### src/rtl/game_pkg.sv
// Shared definitions for the match/round sequencer and the gameplay controllers:
// phase, stunmode and winner encodings plus small helpers.
package game_pkg;

    typedef enum logic [2:0] {
        PH_IDLE       = 3'd0,
        PH_COUNTDOWN  = 3'd1,
        PH_FIGHT      = 3'd2,
        PH_ROUND_END  = 3'd3,
        PH_MATCH_OVER = 3'd4
    } phase_e;

    localparam logic [1:0] STUN_NONE  = 2'b00;
    localparam logic [1:0] STUN_HIT   = 2'b01;
    localparam logic [1:0] STUN_BLOCK = 2'b10;

    localparam logic [1:0] WIN_NONE = 2'b00;
    localparam logic [1:0] WIN_P1   = 2'b01;
    localparam logic [1:0] WIN_P2   = 2'b10;
    localparam logic [1:0] WIN_DRAW = 2'b11;

    typedef enum logic [2:0] {
        GC_IDLE    = 3'd0,
        GC_MOVE    = 3'd1,
        GC_ATTACK  = 3'd2,
        GC_BLOCK   = 3'd3,
        GC_STUNNED = 3'd4
    } gc_state_e;

    localparam int TICK_W = 8;

    function automatic logic [2:0] sat_dec3(input logic [2:0] v);
        return (v == 3'd0) ? v : v - 3'd1;
    endfunction

    // Strictly larger count wins; a tie is a draw.
    function automatic logic [1:0] leader(input logic [2:0] a, input logic [2:0] b);
        if (a > b) return WIN_P1;
        if (b > a) return WIN_P2;
        return WIN_DRAW;
    endfunction

endpackage

### src/rtl/player_vitals.sv
// Per-player health/shield bookkeeping: stunmode edge detection, saturating
// damage while enabled, and reload to the starting values.
module player_vitals
    import game_pkg::*;
#(
    parameter logic [2:0] INIT_HEALTH = 3'd3,
    parameter logic [2:0] INIT_SHIELD = 3'd3
) (
    input  logic       clk_i,
    input  logic       rst_i,
    input  logic       load_i,
    input  logic       en_i,
    input  logic [1:0] stunmode_i,
    output logic [2:0] health_o,
    output logic [2:0] shield_o
);

    logic [1:0] prev_q;
    logic [2:0] health_q, health_d;
    logic [2:0] shield_q, shield_d;
    logic       hit_edge, block_edge;

    // Only a change out of "none" counts, so a held code deals damage once.
    assign hit_edge   = (prev_q == STUN_NONE) && (stunmode_i == STUN_HIT);
    assign block_edge = (prev_q == STUN_NONE) && (stunmode_i == STUN_BLOCK);

    always_comb begin
        health_d = health_q;
        shield_d = shield_q;
        if (load_i) begin
            health_d = INIT_HEALTH;
            shield_d = INIT_SHIELD;
        end else if (en_i) begin
            if (hit_edge)   health_d = sat_dec3(health_q);
            if (block_edge) shield_d = sat_dec3(shield_q);
        end
    end

    always_ff @(posedge clk_i or posedge rst_i) begin
        if (rst_i) begin
            prev_q   <= STUN_NONE;
            health_q <= INIT_HEALTH;
            shield_q <= INIT_SHIELD;
        end else begin
            prev_q   <= stunmode_i;
            health_q <= health_d;
            shield_q <= shield_d;
        end
    end

    assign health_o = health_q;
    assign shield_o = shield_q;

endmodule

### src/rtl/match_round_controller.sv
// Match/round sequencer: phase FSM, countdown/hold/prescaler counters, round
// timer and win tally, with one player_vitals block per player.
module match_round_controller
    import game_pkg::*;
#(
    parameter int unsigned FRAME_RATE       = 60,
    parameter int unsigned COUNTDOWN_FRAMES = 180,
    parameter int unsigned ROUND_SECONDS    = 99,
    parameter int unsigned END_HOLD_FRAMES  = 120,
    parameter int unsigned INIT_HEALTH      = 3,
    parameter int unsigned INIT_SHIELD      = 3,
    parameter int unsigned WINS_TO_MATCH    = 2,
    parameter int unsigned MAX_ROUNDS       = 5
) (
    input  logic       logic_clk,
    input  logic       reset,
    input  logic       start_btn,
    input  logic [1:0] p1_stunmode,
    input  logic [1:0] p2_stunmode,
    output logic [2:0] health1,
    output logic [2:0] health2,
    output logic [2:0] shield1,
    output logic [2:0] shield2,
    output logic [2:0] phase,
    output logic       players_enable,
    output logic       player_reset,
    output logic [6:0] round_time,
    output logic [2:0] round_num,
    output logic [1:0] wins1,
    output logic [1:0] wins2,
    output logic [1:0] winner
);

    localparam logic [TICK_W-1:0] CD_LAST = TICK_W'(COUNTDOWN_FRAMES - 1);
    localparam logic [TICK_W-1:0] EH_LAST = TICK_W'(END_HOLD_FRAMES - 1);
    localparam logic [TICK_W-1:0] FR_LAST = TICK_W'(FRAME_RATE - 1);
    localparam logic [6:0]        RT_INIT = 7'(ROUND_SECONDS);
    localparam logic [1:0]        WINS_T  = 2'(WINS_TO_MATCH);
    localparam logic [2:0]        RN_MAX  = 3'(MAX_ROUNDS);

    phase_e            phase_q;
    logic [TICK_W-1:0] tick_q;
    logic [TICK_W-1:0] presc_q;
    logic [6:0]        rtime_q;
    logic [2:0]        rnum_q;
    logic [1:0]        wins1_q, wins2_q, winner_q;
    logic              pen_q, prst_q, start_prev_q;

    logic start_edge, new_match, round_over, hold_done, match_done, next_round;
    logic reload, vitals_en;

    assign start_edge = start_btn && !start_prev_q;
    assign new_match  = start_edge && ((phase_q == PH_IDLE) || (phase_q == PH_MATCH_OVER));
    assign round_over = (phase_q == PH_FIGHT) &&
                        ((health1 == 3'd0) || (health2 == 3'd0) || (rtime_q == 7'd0));
    assign hold_done  = (phase_q == PH_ROUND_END) && (tick_q == EH_LAST);
    assign match_done = (wins1_q == WINS_T) || (wins2_q == WINS_T) || (rnum_q == RN_MAX);
    assign next_round = hold_done && !match_done;
    assign reload     = new_match || next_round;
    // Damage freezes on the tick the round is decided.
    assign vitals_en  = (phase_q == PH_FIGHT) && !round_over;

    player_vitals #(
        .INIT_HEALTH(3'(INIT_HEALTH)),
        .INIT_SHIELD(3'(INIT_SHIELD))
    ) u_p1 (
        .clk_i      (logic_clk),
        .rst_i      (reset),
        .load_i     (reload),
        .en_i       (vitals_en),
        .stunmode_i (p1_stunmode),
        .health_o   (health1),
        .shield_o   (shield1)
    );

    player_vitals #(
        .INIT_HEALTH(3'(INIT_HEALTH)),
        .INIT_SHIELD(3'(INIT_SHIELD))
    ) u_p2 (
        .clk_i      (logic_clk),
        .rst_i      (reset),
        .load_i     (reload),
        .en_i       (vitals_en),
        .stunmode_i (p2_stunmode),
        .health_o   (health2),
        .shield_o   (shield2)
    );

    always_ff @(posedge logic_clk or posedge reset) begin
        if (reset) begin
            phase_q      <= PH_IDLE;
            tick_q       <= '0;
            presc_q      <= '0;
            rtime_q      <= RT_INIT;
            rnum_q       <= 3'd0;
            wins1_q      <= 2'd0;
            wins2_q      <= 2'd0;
            winner_q     <= WIN_NONE;
            pen_q        <= 1'b0;
            prst_q       <= 1'b0;
            start_prev_q <= 1'b0;
        end else begin
            start_prev_q <= start_btn;
            prst_q       <= reload;
            case (phase_q)
                PH_IDLE, PH_MATCH_OVER: begin
                    if (new_match) begin
                        phase_q  <= PH_COUNTDOWN;
                        tick_q   <= '0;
                        wins1_q  <= 2'd0;
                        wins2_q  <= 2'd0;
                        winner_q <= WIN_NONE;
                        rnum_q   <= 3'd1;
                    end
                end
                PH_COUNTDOWN: begin
                    if (tick_q == CD_LAST) begin
                        phase_q <= PH_FIGHT;
                        tick_q  <= '0;
                        presc_q <= '0;
                        rtime_q <= RT_INIT;
                        pen_q   <= 1'b1;
                    end else begin
                        tick_q <= tick_q + 1'b1;
                    end
                end
                PH_FIGHT: begin
                    if (round_over) begin
                        phase_q  <= PH_ROUND_END;
                        tick_q   <= '0;
                        pen_q    <= 1'b0;
                        winner_q <= leader(health1, health2);
                        if (health1 > health2) wins1_q <= wins1_q + 2'd1;
                        if (health2 > health1) wins2_q <= wins2_q + 2'd1;
                    end else if (presc_q == FR_LAST) begin
                        presc_q <= '0;
                        rtime_q <= (rtime_q == 7'd0) ? rtime_q : rtime_q - 7'd1;
                    end else begin
                        presc_q <= presc_q + 1'b1;
                    end
                end
                PH_ROUND_END: begin
                    if (hold_done) begin
                        tick_q <= '0;
                        if (match_done) begin
                            phase_q  <= PH_MATCH_OVER;
                            winner_q <= leader({1'b0, wins1_q}, {1'b0, wins2_q});
                        end else begin
                            phase_q <= PH_COUNTDOWN;
                            rnum_q  <= rnum_q + 3'd1;
                        end
                    end else begin
                        tick_q <= tick_q + 1'b1;
                    end
                end
                default: phase_q <= PH_IDLE;
            endcase
        end
    end

    assign phase          = phase_q;
    assign players_enable = pen_q;
    assign player_reset   = prst_q;
    assign round_time     = rtime_q;
    assign round_num      = rnum_q;
    assign wins1          = wins1_q;
    assign wins2          = wins2_q;
    assign winner         = winner_q;

endmodule
### config.mk
export PLATFORM = sky130hd
export DESIGN_NAME = match_round_controller
export DESIGN_NICKNAME = d
export VERILOG_FILES = /design/src/rtl/game_pkg.sv /design/src/rtl/player_vitals.sv /design/src/rtl/match_round_controller.sv
export SDC_FILE = /design/constraint.sdc
export NUM_CORES = 1
export LEC_CHECK = 0
export CORE_MARGIN = 1.5
export CORE_UTILIZATION = 50
export CTS_CLUSTER_DIAMETER = 120
export DETAILED_ROUTE_END_ITERATION = 12
export PLACE_DENSITY = 0.76
export SKIP_CTS_REPAIR_TIMING = 1
export SLEW_MARGIN = 20
export SYNTH_ARGS = -nofsm -noshare
export SYNTH_HDL_FRONTEND = slang
export SYNTH_SLANG_ARGS = --single-unit
export TNS_END_PERCENT = 100
### constraint.sdc
create_clock -name logic_clk -period 2 [get_ports logic_clk]
set_input_delay 0.3 -clock logic_clk [delete_from_list [all_inputs] [get_ports logic_clk]]
set_output_delay 0.3 -clock logic_clk [all_outputs]
set_load 0.01 [all_outputs]
After elaboration in Yosys (flattened, before gate mapping)
Index checks and enable logic that the tools add are counted.
Storage, ports and cells
  ROM bits: 0
  input bits: 7
  memories: 0
  memory bits (writable): 0
  logic and storage cells: 188
  bits in latches: 0
  register bits after elaboration: 54
Operators by class
  bitwise gates (word level): 0
  divide/modulo/power cells: 0
  reduce and logical (&&, ||, !) cells: 51
  shift operators: 0
  multipliers: 0
  magnitude comparators: 4
  eq/ne operators: 29
  muxes and demuxes: 77
  add/subtract/negate cells: 10
Operator list (count)
  two-way mux 3 bit: 23
  two-way mux 8 bit: 7
  two-way mux 2 bit: 16
  case mux 8 bit (4 select lines): 1
  two-way mux 7 bit: 4
  inequality test 2 bit, second input constant: 12
  AND reduction 3 bit: 7
  two-way mux 1 bit: 18
  adder 8 x 1 -> 8 bit, second input constant: 2
  case mux 8 bit (2 select lines): 1
  AND reduction 4 bit: 4
  nonzero test 2 bit: 8
  zero test 3 bit: 5
  case mux 7 bit (2 select lines): 1
  case mux 3 bit (4 select lines): 1
  subtractor 3 x 1 -> 3 bit, second input constant: 4
  logical AND 1 bit: 10
  AND reduction 5 bit: 2
  equality test 2 bit, second input constant: 4
  equality test 8 x 6 -> 1 bit, second input constant: 1
  equality test 8 x 7 -> 1 bit, second input constant: 1
  equality test 8 bit, second input constant: 1
  case mux 2 bit (2 select lines): 2
  zero test 7 bit: 1
  19 further kinds: 35

Depth between registers and ports, before layout
Gate-level depths: netlist of run 1.
  depth in word-level cells: 15
  gate-level depth with buffers: 9
  mapped depth without buffers: 8

Modules after synthesis
From an unflattened synthesis of run 1, not the netlist that was laid out.
Second synthesis, totals
  cell total of the unflattened synthesis: 322
  area total of the unflattened synthesis: 3276.9 µm²
Modules (own cells, without submodules)
  match_round_controller: cells each 240, area an instance 2348.5 µm², times used 1
  player_vitals: cells each 41, area an instance 464.2 µm², times used 2

Worst setup path after synthesis of run 1
OpenSTA, ideal clock, no wires.
  kind: flip-flop to flip-flop
  start point: register u_p1.health_q[0] (netlist: u_p1.health_o[0])
  end point: register rtime_q[3] (netlist: round_time[3])
  stages on the path, launching flop included: 8
  period minus slack after synthesis: 2.188 ns
  data required time: 1.923 ns
  arrival time: 2.110 ns
  setup slack: -0.188 ns
  buffers on the path: 0
  path through: dfstp_2 > inv_1 > ha_1 > ha_1 > a211oi_2 > a21oi_2 > or4_1 > a21oi_1
On the way
  cells in the longest elaborated chain, start to end: 6
RTL lines
  start, declared: RTL line player_vitals.sv:19  | logic [2:0] health_q, health_d;
  start signal, assigned: RTL line player_vitals.sv:46  | health_q <= health_d;
  zero test 3 bit: RTL line match_round_controller.sv:55  | ((health1 == 3'd0) || (health2 == 3'd0) || (rtime_q == 7'd0));
  logical OR 1 bit (2 in series): RTL line match_round_controller.sv:55
  logical AND 1 bit: RTL line match_round_controller.sv:54  | assign round_over = (phase_q == PH_FIGHT) &&
  inequality test 2 bit (no line)
  AND reduction 5 bit (no line)
  end signal, assigned: RTL line match_round_controller.sv:137  | rtime_q <= (rtime_q == 7'd0) ? rtime_q : rtime_q - 7'd1;
  end, declared: RTL line match_round_controller.sv:44  | logic [6:0] rtime_q;
No other way between the ends.
A chain may end at the register's enable or synchronous reset.

Final worst setup path of run 1
  start point: register u_p1.health_q[1] (netlist: u_p1.health_o[1])
  end point: register rtime_q[2] (netlist: round_time[2])
The elaborated chain is that of the path after synthesis.

==> impl_metrics.yaml, run 1 <==
timing:
  rsz0062_at_grt: "yes"
  fin_ws_ps: -167
  period_minus_slack_ps: 2170
  timing.slew.headroom_pct: 71.7
  tns_ps: -628
  fin_hold_ws_ps: 296
  worst_pin_slew_ps: 424
  fin_skew_ps: 8.39
  post-route-period-util_pct: 108
  setup_viol: 13
  final_max_slew_viol_count: 0
  final-hold-violation-count: 0
  max_freq_mhz: 461
clocking:
  cts.path.max_buffers: 2
  cts_root_buffer: "clkbuf_8"
  path_clk_slew_ps: 100
  htree_levels: 2
  clock_latency_ps: 320
  cts_made_buffers: 5
  cts_tree: "built"
  cts.sinks: 54
status:
  violations: "negative setup slack"
  status: "complete, but fails checks"
yosys:
  synth_cell_type_count: 56
  seq_area_frac_synth_pct: 44.0
  syn_area_um2: 3100
  netlist_instances: 315
  yosys.area.top_type: "dfrtp_1"
  ys.flop_type: "dfrtp_1"
  synthArstFlopShare_pct: 100
  ys_top_cells_by_area: "dfrtp_1 (34%), dfstp_2 (10%), ha_1 (8.5%), o21ai_0 (4.0%), inv_1 (3.5%)"
  ys_ff_latch: 54
  syn_area_per_cell_um2: 9.85
  yosysWarningCount: 0
  synth.net_count: 343
  synthTopCellsByCount: "dfrtp_1 (42), inv_1 (29), nand2_1 (27)"
  synth_top_area_share_pct: 33.9
  synth_most_common_cell: "dfrtp_1"
  synth_edf_count: 0
global_route:
  grt_max_degree: 24
  gr-total-overflow: 0
  grt_pass1_vias: 2664
  grt_pass1_wl_um: 11700
  grtUsageTotal_pct: 22.8
  grt_antenna_before_repair: 0
route:
  drt-total-wl_um: 7900
  wire_per_inst_um: 16.0
  drc: 0
  vias: 2783
  postRouteAntennaNets: 0
  dr.pass1.iters: 4
  via_per_inst: 5.62
  drtIter0Drc: 149
floorplanning:
  initial_core_util_pct: 52.1
  num_io_pins: 40
  coreArea_um2: 5960
  dieWidth_um: 81.8
  rows: 28
  dieArea_um2: 6690
  die_y_um: 81.8
worst_setup_path:
  cp.required_ps: 2250
  path_max_fanout: 7
  cp-end-kind: "register"
  setup.worst_path.class: "register to register"
  r2r_start: "u_p1.health_o[1]"
  crit_start: "u_p1.health_o[1]"
  arrival_ps: 2420
  start_kind: "register"
pwr:
  p_leak_uw: 0.00198
  p_per_area_nw_per_um2: 461
  peakVddDrop_v: 0.000368
place:
  pre_cts_slack_ps: -107
  dpl_cell_area_um2: 4020
  gp_congestion: 0.869
  post-dp-hpwl_um: 5430
  port_buffers: 39
worst_hold_path:
  hp-class: "input pin to async pin"
finish:
  finalNetCount: 447
  layout-drive-gt1-share_pct: 34.3
  diodes: 0
  syn_to_final_growth_pct: 42.4
  fin_area_um2: 4420
run:
  cap_violations: 0
==> critical path, stage by stage, from the launching register on <==
cell and delay (ps):
dfstp_2 550, inv_2 40, ha_2 190, ha_4 170, a211oi_4 210, a21oi_2 130
buf_12 140, or4_1 510, a21oi_1 140
==> placed cells by master (no fill, tap or decap), types with 11 or more instances in the layout <==
cell type and count:
buf_4 59, dfrtp_1 41, clkdlybuf4s50_1 39, nand2_1 26
inv_1 21, o21ai_0 20, nor2_1 17, ha_1 15
nand3_1 12, dfstp_2 12, a21oi_1 11
==> worst paths after layout <==
path                                    end  slack (ps)  depth (start not counted)
min in group logic_clk       u_p2.prev_q[1]         480                          1
min reg2reg                u_p1.shield_o[1]         520                          2
max reg2reg                   round_time[2]        -170                          8
max                           round_time[2]        -170                          8
min                        u_p2.shield_o[2]         300                          2
max in group asynchronous     round_time[0]        1160                          3
==> power by group <==
group / internal, uW / total [uW] / switching (uW)
Sequential: 1110 / 1130 / 13.0
Clock: 376 / 745 / 369
Combinational: 85.4 / 168 / 82.5
==> cell type report <==
cell class                 instances  area, um^2
clock buffer                       7        76.3
clock inverter                     1        30.0
fill                             419        1530
inverter                          29         109
multi-input combinational        224        1820
sequential                        54        1370
tap                               75        93.8
timing repair buffer             105         923
==> registers in the layout (all words and copies together) (netlist names), 3 cells and up <==
register,flops
round_num,3
u_p2.health_o,3
phase,3
u_p1.shield_o,3
u_p2.shield_o,3
round_time,7
presc_q,8
tick_q,8
u_p1.health_o,3
==> cell families (layout without fill, tap and decap cells) <==
logic type               after synthesis  after routing  synth area share, %
multiplexers                          13             13                 4.64
flip-flops                            54             54                 44.0
adder cells (fa/ha/maj)               21             21                 8.46
XOR/XNOR                               1              1                0.282
buffers and inverters                 37            142                 5.16
AND/OR/NAND/NOR                      113            113                 21.2
AO/OA/AOI/OAI                         76             76                 16.2
==> metrics by stage <==
step	utilization, %	std cells	total power, uW
2_1_floorplan	-	315	1220
3_5_place_dp	67.5	476	1300
5_1_grt	74.2	495	2110
6_report	74.2	495	2040
4_1_cts	69.3	484	2030
3_3_place_gp	67.5	476	1290
==> per-layer routing <==
layer | vias up | part of all wire (%) | GRT usage [%]
li1 | 1338 | - | -
met1 | 1365 | 41 | 27.3
met2 | 69 | 54 | 41.3
met3 | 11 | 3.6 | 4.22
met4 | 0 | 1.3 | 6.44
met5 | - | 0 | 0
(Power assumes the default switching activity.)
==> run 2, diff against run 1 <==
- RECOVER_POWER: default -> 50
==> impl_metrics.yaml, run 2 (synthesis results as in run 1) <==
route:
  via_per_inst: 5.61
  vias: 2775
  drc: 0
  dr.pass1.iters: 4
  drt-total-wl_um: 7910
  wire_per_inst_um: 16.0
  postRouteAntennaNets: 0
  drtIter0Drc: 171
timing:
  fin_ws_ps: -170
  max_freq_mhz: 461
  setup_viol: 13
  timing.slew.headroom_pct: 54.1
  final_max_slew_viol_count: 0
  post-route-period-util_pct: 108
  period_minus_slack_ps: 2170
  fin_skew_ps: 7.37
  rsz0062_at_grt: "yes"
  final-hold-violation-count: 0
  fin_hold_ws_ps: 521
  worst_pin_slew_ps: 688
worst_setup_path:
  worstRegToRegCells: 8
  start_kind: "register"
  r2r_end: "round_time[2]"
  path_max_fanout: 7
  reg2reg_setup_slack_ps: -170
  setup.worst_path.class: "register to register"
  arrival_ps: 2420
  cp-end-kind: "register"
  cp.required_ps: 2250
  crit_start: "u_p2.health_o[1]"
  r2r_start: "u_p2.health_o[1]"
global_route:
  grtUsageTotal_pct: 22.8
  grt_antenna_before_repair: 0
  gr-total-overflow: 0
  grt_max_degree: 24
  grt_pass1_wl_um: 11700
  grt_pass1_vias: 2664
place:
  gp_congestion: 0.869
  dpl_cell_area_um2: 4020
  post-dp-hpwl_um: 5430
  pre_cts_slack_ps: -107
  port_buffers: 39
clocking:
  htree_levels: 2
  cts_root_buffer: "clkbuf_8"
  cts_tree: "built"
  cts.path.max_buffers: 2
  cts_made_buffers: 5
  clock_latency_ps: 310
  path_clk_slew_ps: 100
  cts.sinks: 54
status:
  violations: "negative setup slack"
  status: "complete, but fails checks"
floorplanning:
  initial_core_util_pct: 52.1
  coreArea_um2: 5960
  die_y_um: 81.8
  rows: 28
  dieWidth_um: 81.8
  dieArea_um2: 6690
  num_io_pins: 40
finish:
  fin_area_um2: 4400
  finalNetCount: 447
  multi_input_area_um2: 1820
  layout-drive-gt1-share_pct: 34.0
  layout_common_cells: "buf_4 (58), dfrtp_1 (41), clkdlybuf4s50_1 (33)"
  diodes: 0
  syn_to_final_growth_pct: 41.9
  fin_util_pct: 73.9
  nFillCells: 422
  seqCellArea_um2: 1370
  final_common_cell: "buf_4"
run:
  cap_violations: 0
worst_hold_path:
  holdPathStages: 2
  hold_path_end: "u_p1.shield_o[1]"
  hp-start: "u_p1.shield_o[1]"
  hp-class: "register to register"
pwr:
  finalPower_uw: 2030
  p_per_area_nw_per_um2: 461
  peakVddDrop_v: 0.000370
  p_leak_uw: 0.00198
[run 2: final cells by class]
type	instances	share of cell area (%)
inverter	29	2.47
multi-input combinational	224	41.4
clock buffer	7	1.73
tap	75	2.13
timing repair buffer	105	20.6
clock inverter	1	0.682
sequential	54	31.1
[run 2: stage by stage]
| stage | setup TNS, ps | std cells |
|---|---|---|
| 2_1_floorplan | -32.2 | 315 |
| 3_3_place_gp | -98.6 | 476 |
| 3_5_place_dp | -851 | 476 |
| 4_1_cts | -1210 | 484 |
| 5_1_grt | -2230 | 495 |
| 6_report | -652 | 495 |
[run 2: worst max-delay path by stage]
| stage | cells after the start | slack (ps) | end |
|---|---|---|---|
| 2_1_floorplan | 7 | -30 | round_time[2] |
| 3_3_place_gp | 8 | -40 | round_time[2] |
| 3_5_place_dp | 8 | -110 | u_p2.health_o[0] |
| 4_1_cts | 8 | -130 | u_p2.health_o[0] |
| 5_1_grt | 8 | -240 | round_time[2] |
| 6_report | 8 | -170 | round_time[2] |
[run 2: where the power goes]
part | leakage [uW] | switching, uW | internal (uW) | total, uW
Clock | 0.0000524 | 369 | 376 | 744
Sequential | 0.000651 | 13.2 | 1110 | 1130
Combinational | 0.00128 | 81.6 | 79.0 | 161
[run 2: per-layer routing]
metal	vias to the layer above	wire length, um	part of all wire [%]	global-route usage, %
met5	-	0	0	0
met4	0	99	1.3	6.44
met3	11	265	3.3	4.22
met2	63	4240	54	41.3
met1	1362	3310	42	27.3
li1	1339	-	-	-
[run 2: worst max-delay path, stage by stage (launching register included)]
cell and delay, ps:
dfstp_2 550, inv_2 50, ha_4 150, ha_4 160
a211oi_4 260, a21oi_2 130, buf_12 150, or4_1 510
a21oi_1 140
==> RTL change: new RTL, config.mk and constraints of run 1 <==
Set the package constant `TICK_W` to 12 (it was 8).
--- a/src/rtl/game_pkg.sv
+++ b/src/rtl/game_pkg.sv
@@ -28,5 +28,5 @@
     } gc_state_e;
 
-    localparam int TICK_W = 8;
+    localparam int TICK_W = 12;
 
     function automatic logic [2:0] sat_dec3(input logic [2:0] v);
Behaviour: no difference found for any inputs over 10 cycles, from zero or initial values and one cycle with reset high; that may be too few to reach the edited logic, so the function may still have changed.
==> RTL change against run 1 <==
The flow still finishes with violations (setup timing). Area after synthesis rose by 14%. Worst setup slack got worse by 1.4 ps. Non-clock buffer count rose by 33. Wire length rose by 35%. Design area rose by 21%. Fmax barely moved. Synthesized cell count rose by 16%. Sequential cell count rose by 8. Via count rose by 28%.
Power is not compared: it rests on default switching activity, and its combinational part moved more than twofold at a synthesized area within 25%.
==> RTL change: results (changes against run 1) <==
* Worst-Margin Slew at 508 ps (was 424 ps)
* Total track usage at 0.251 (was 0.228)
* Syn avg cell area at 9.70 um2 (was 9.85 um2)
* TritonCTS Buffers at 9 (was 5)
* Setup WS post-layout at -169 ps (was -167 ps)
* Met1 Wirelength at 4420 um (was 3260 um)
* Root buf cell: clkbuf_8 (unchanged)
* Clock-pin slew reported for the worst setup and hold paths after clock tree synthesis at 70 ps (was 100 ps)
* Met1 usage at 0.334 (was 0.273)
* VDD IR-drop max at ~0.87 mV
* Largest stage delay, worst path at 530 ps (was 550 ps)
* Hold slack at 309 ps (was 296 ps)
* Sum Neg Setup Slack at -3500 ps (was -628 ps)
* Gpl congestion at 0.874 (was 0.869)
* Final setup fails at 40 (was 13)
* Worst clock skew at 12.8 ps (was 8.39 ps)
* Met3 Usage GRT at 0.0417 (was 0.0422)
* Worst min path class: primary input to async pin (unchanged)
* Final Net Count at 533 (was 447)
* Distinct cells, synth at 64 (was 56)
* Status: finished with violations (unchanged)
* Routed len/inst at 17.6 um (was 16.0 um)
* Met2 Use GR at 0.411 (was 0.413)
* WL met2 at 5360 um (was 4250 um)
* WL final at 10,600 um (was 7900 um)
* PortBufs at 39 (unchanged)
* Detailed placement HPWL at 6390 um (was 5430 um)
* TritonRoute pass-1 iters at 5 (was 4)
* # diodes at 0 (unchanged)
* Number of global-route vias before repair at 3,185 (was 2,664)
* Post-synth top cells: 50 x dfrtp_1, 31 x nor2_1, 27 x o21ai_0, 26 x inv_1, 24 x nand2_1 (was 42 x dfrtp_1, 29 x inv_1, 27 x nand2_1, 25 x o21ai_0, 21 x ha_1)
* CP delay by family, top: simple AND/OR/NAND/NOR gates (was flip-flops)
* CP max stage cell: or4b_4 (was dfstp_2)
* Dpl cell area at 4700 um2 (was 4020 um2)
* Antenna violations before repair at 0 (unchanged)
* Failing checks: setup timing (unchanged)
* Synth top area cells: dfrtp_1 35%, dfstp_2 8.9%, ha_1 7.4% (was dfrtp_1 34%, dfstp_2 10%, ha_1 8.5%)
* Reg2Reg Capture Point: tick_q[10] (was round_time[2])
* Worst skew pair latency at 350 ps (was 320 ps)
* Max layer used: met4 (unchanged)
* Critical path peak fanout at 8 (was 7)
* Worst r2r src: tick_q[1] (was u_p1.health_o[1])
* Clock Tree Buf Depth at 2 (unchanged)
* CP arrival at 2400 ps (was 2420 ps)
* Yosys warnings at 0 (unchanged)
* Largest net degree at the start of global routing at 28 (was 24)
* Via/cell ratio at 5.90 (was 5.62)
* Ys async rst share at 1.00 (unchanged)
* Mapped Nets at 393 (was 343)
* Number of instances in the placed design at 572 (was 476)
* Initial DRC count at 246 (was 149)
* First-pass GRT wire length at 15,000 um (was 11,700 um)
* Proportion of layout cells with a drive suffix above 1 at 0.380 (was 0.343)
* Met3 WL at 538 um (was 285 um)
* Post-synthesis sequential area ratio at 0.443 (was 0.440)
* H-tree depth at 3 (was 2)
## RTL change: worst max-delay path by stage
| stage | startpoint | endpoint | slack, ps |
|---|---|---|---|
| 2_1_floorplan | tick_q[0] | round_time[1] | -70 |
| 3_3_place_gp | start_btn | wins2[0] | -160 |
| 3_5_place_dp | start_btn | wins2[0] | -170 |
| 4_1_cts | u_p1.health_o[0] | round_time[4] | -210 |
| 5_1_grt | tick_q[1] | presc_q[11] | -260 |
| 6_report | tick_q[1] | tick_q[10] | -170 |
## RTL change: cell type report
type | count | area [um2]
multi-input cells | 267 | 2100
fillers | 426 | 1480
repair buffers | 138 | 1210
well taps | 96 | 120
inverters | 27 | 105
clock inverters | 2 | 60.1
flip-flops and latches | 62 | 1570
clock buffers | 14 | 193
## RTL change: where the power goes
group	switching, uW	leakage (uW)	internal (uW)
Combinational	1730	0.00147	1830
Clock	513	0.000129	873
Sequential	251	0.000784	1590
Total	2490	0.00238	4300
## RTL change: worst reg2reg max path, cell delays in order, from the launching register on
cell	delay [ps]
dfrtp_1	360
ha_2	180
or4b_4	530
buf_6	160
a211oi_4	230
buf_6	150
nor2_4	70
a21o_1	180
a22o_1	180
## RTL change: kinds of logic (layout without fill, tap and decap cells)
family                   after synthesis  count (layout)  share of synthesized area
flip-flops                            62              62                      0.443
AND/OR/NAND/NOR                      140             141                      0.228
XOR/XNOR                               8               8                     0.0198
AO/OA/AOI/OAI                         92              92                      0.180
adder cells (fa/ha/maj)               21              21                     0.0742
buffers and inverters                 37             181                     0.0406
multiplexers                           5               5                     0.0148
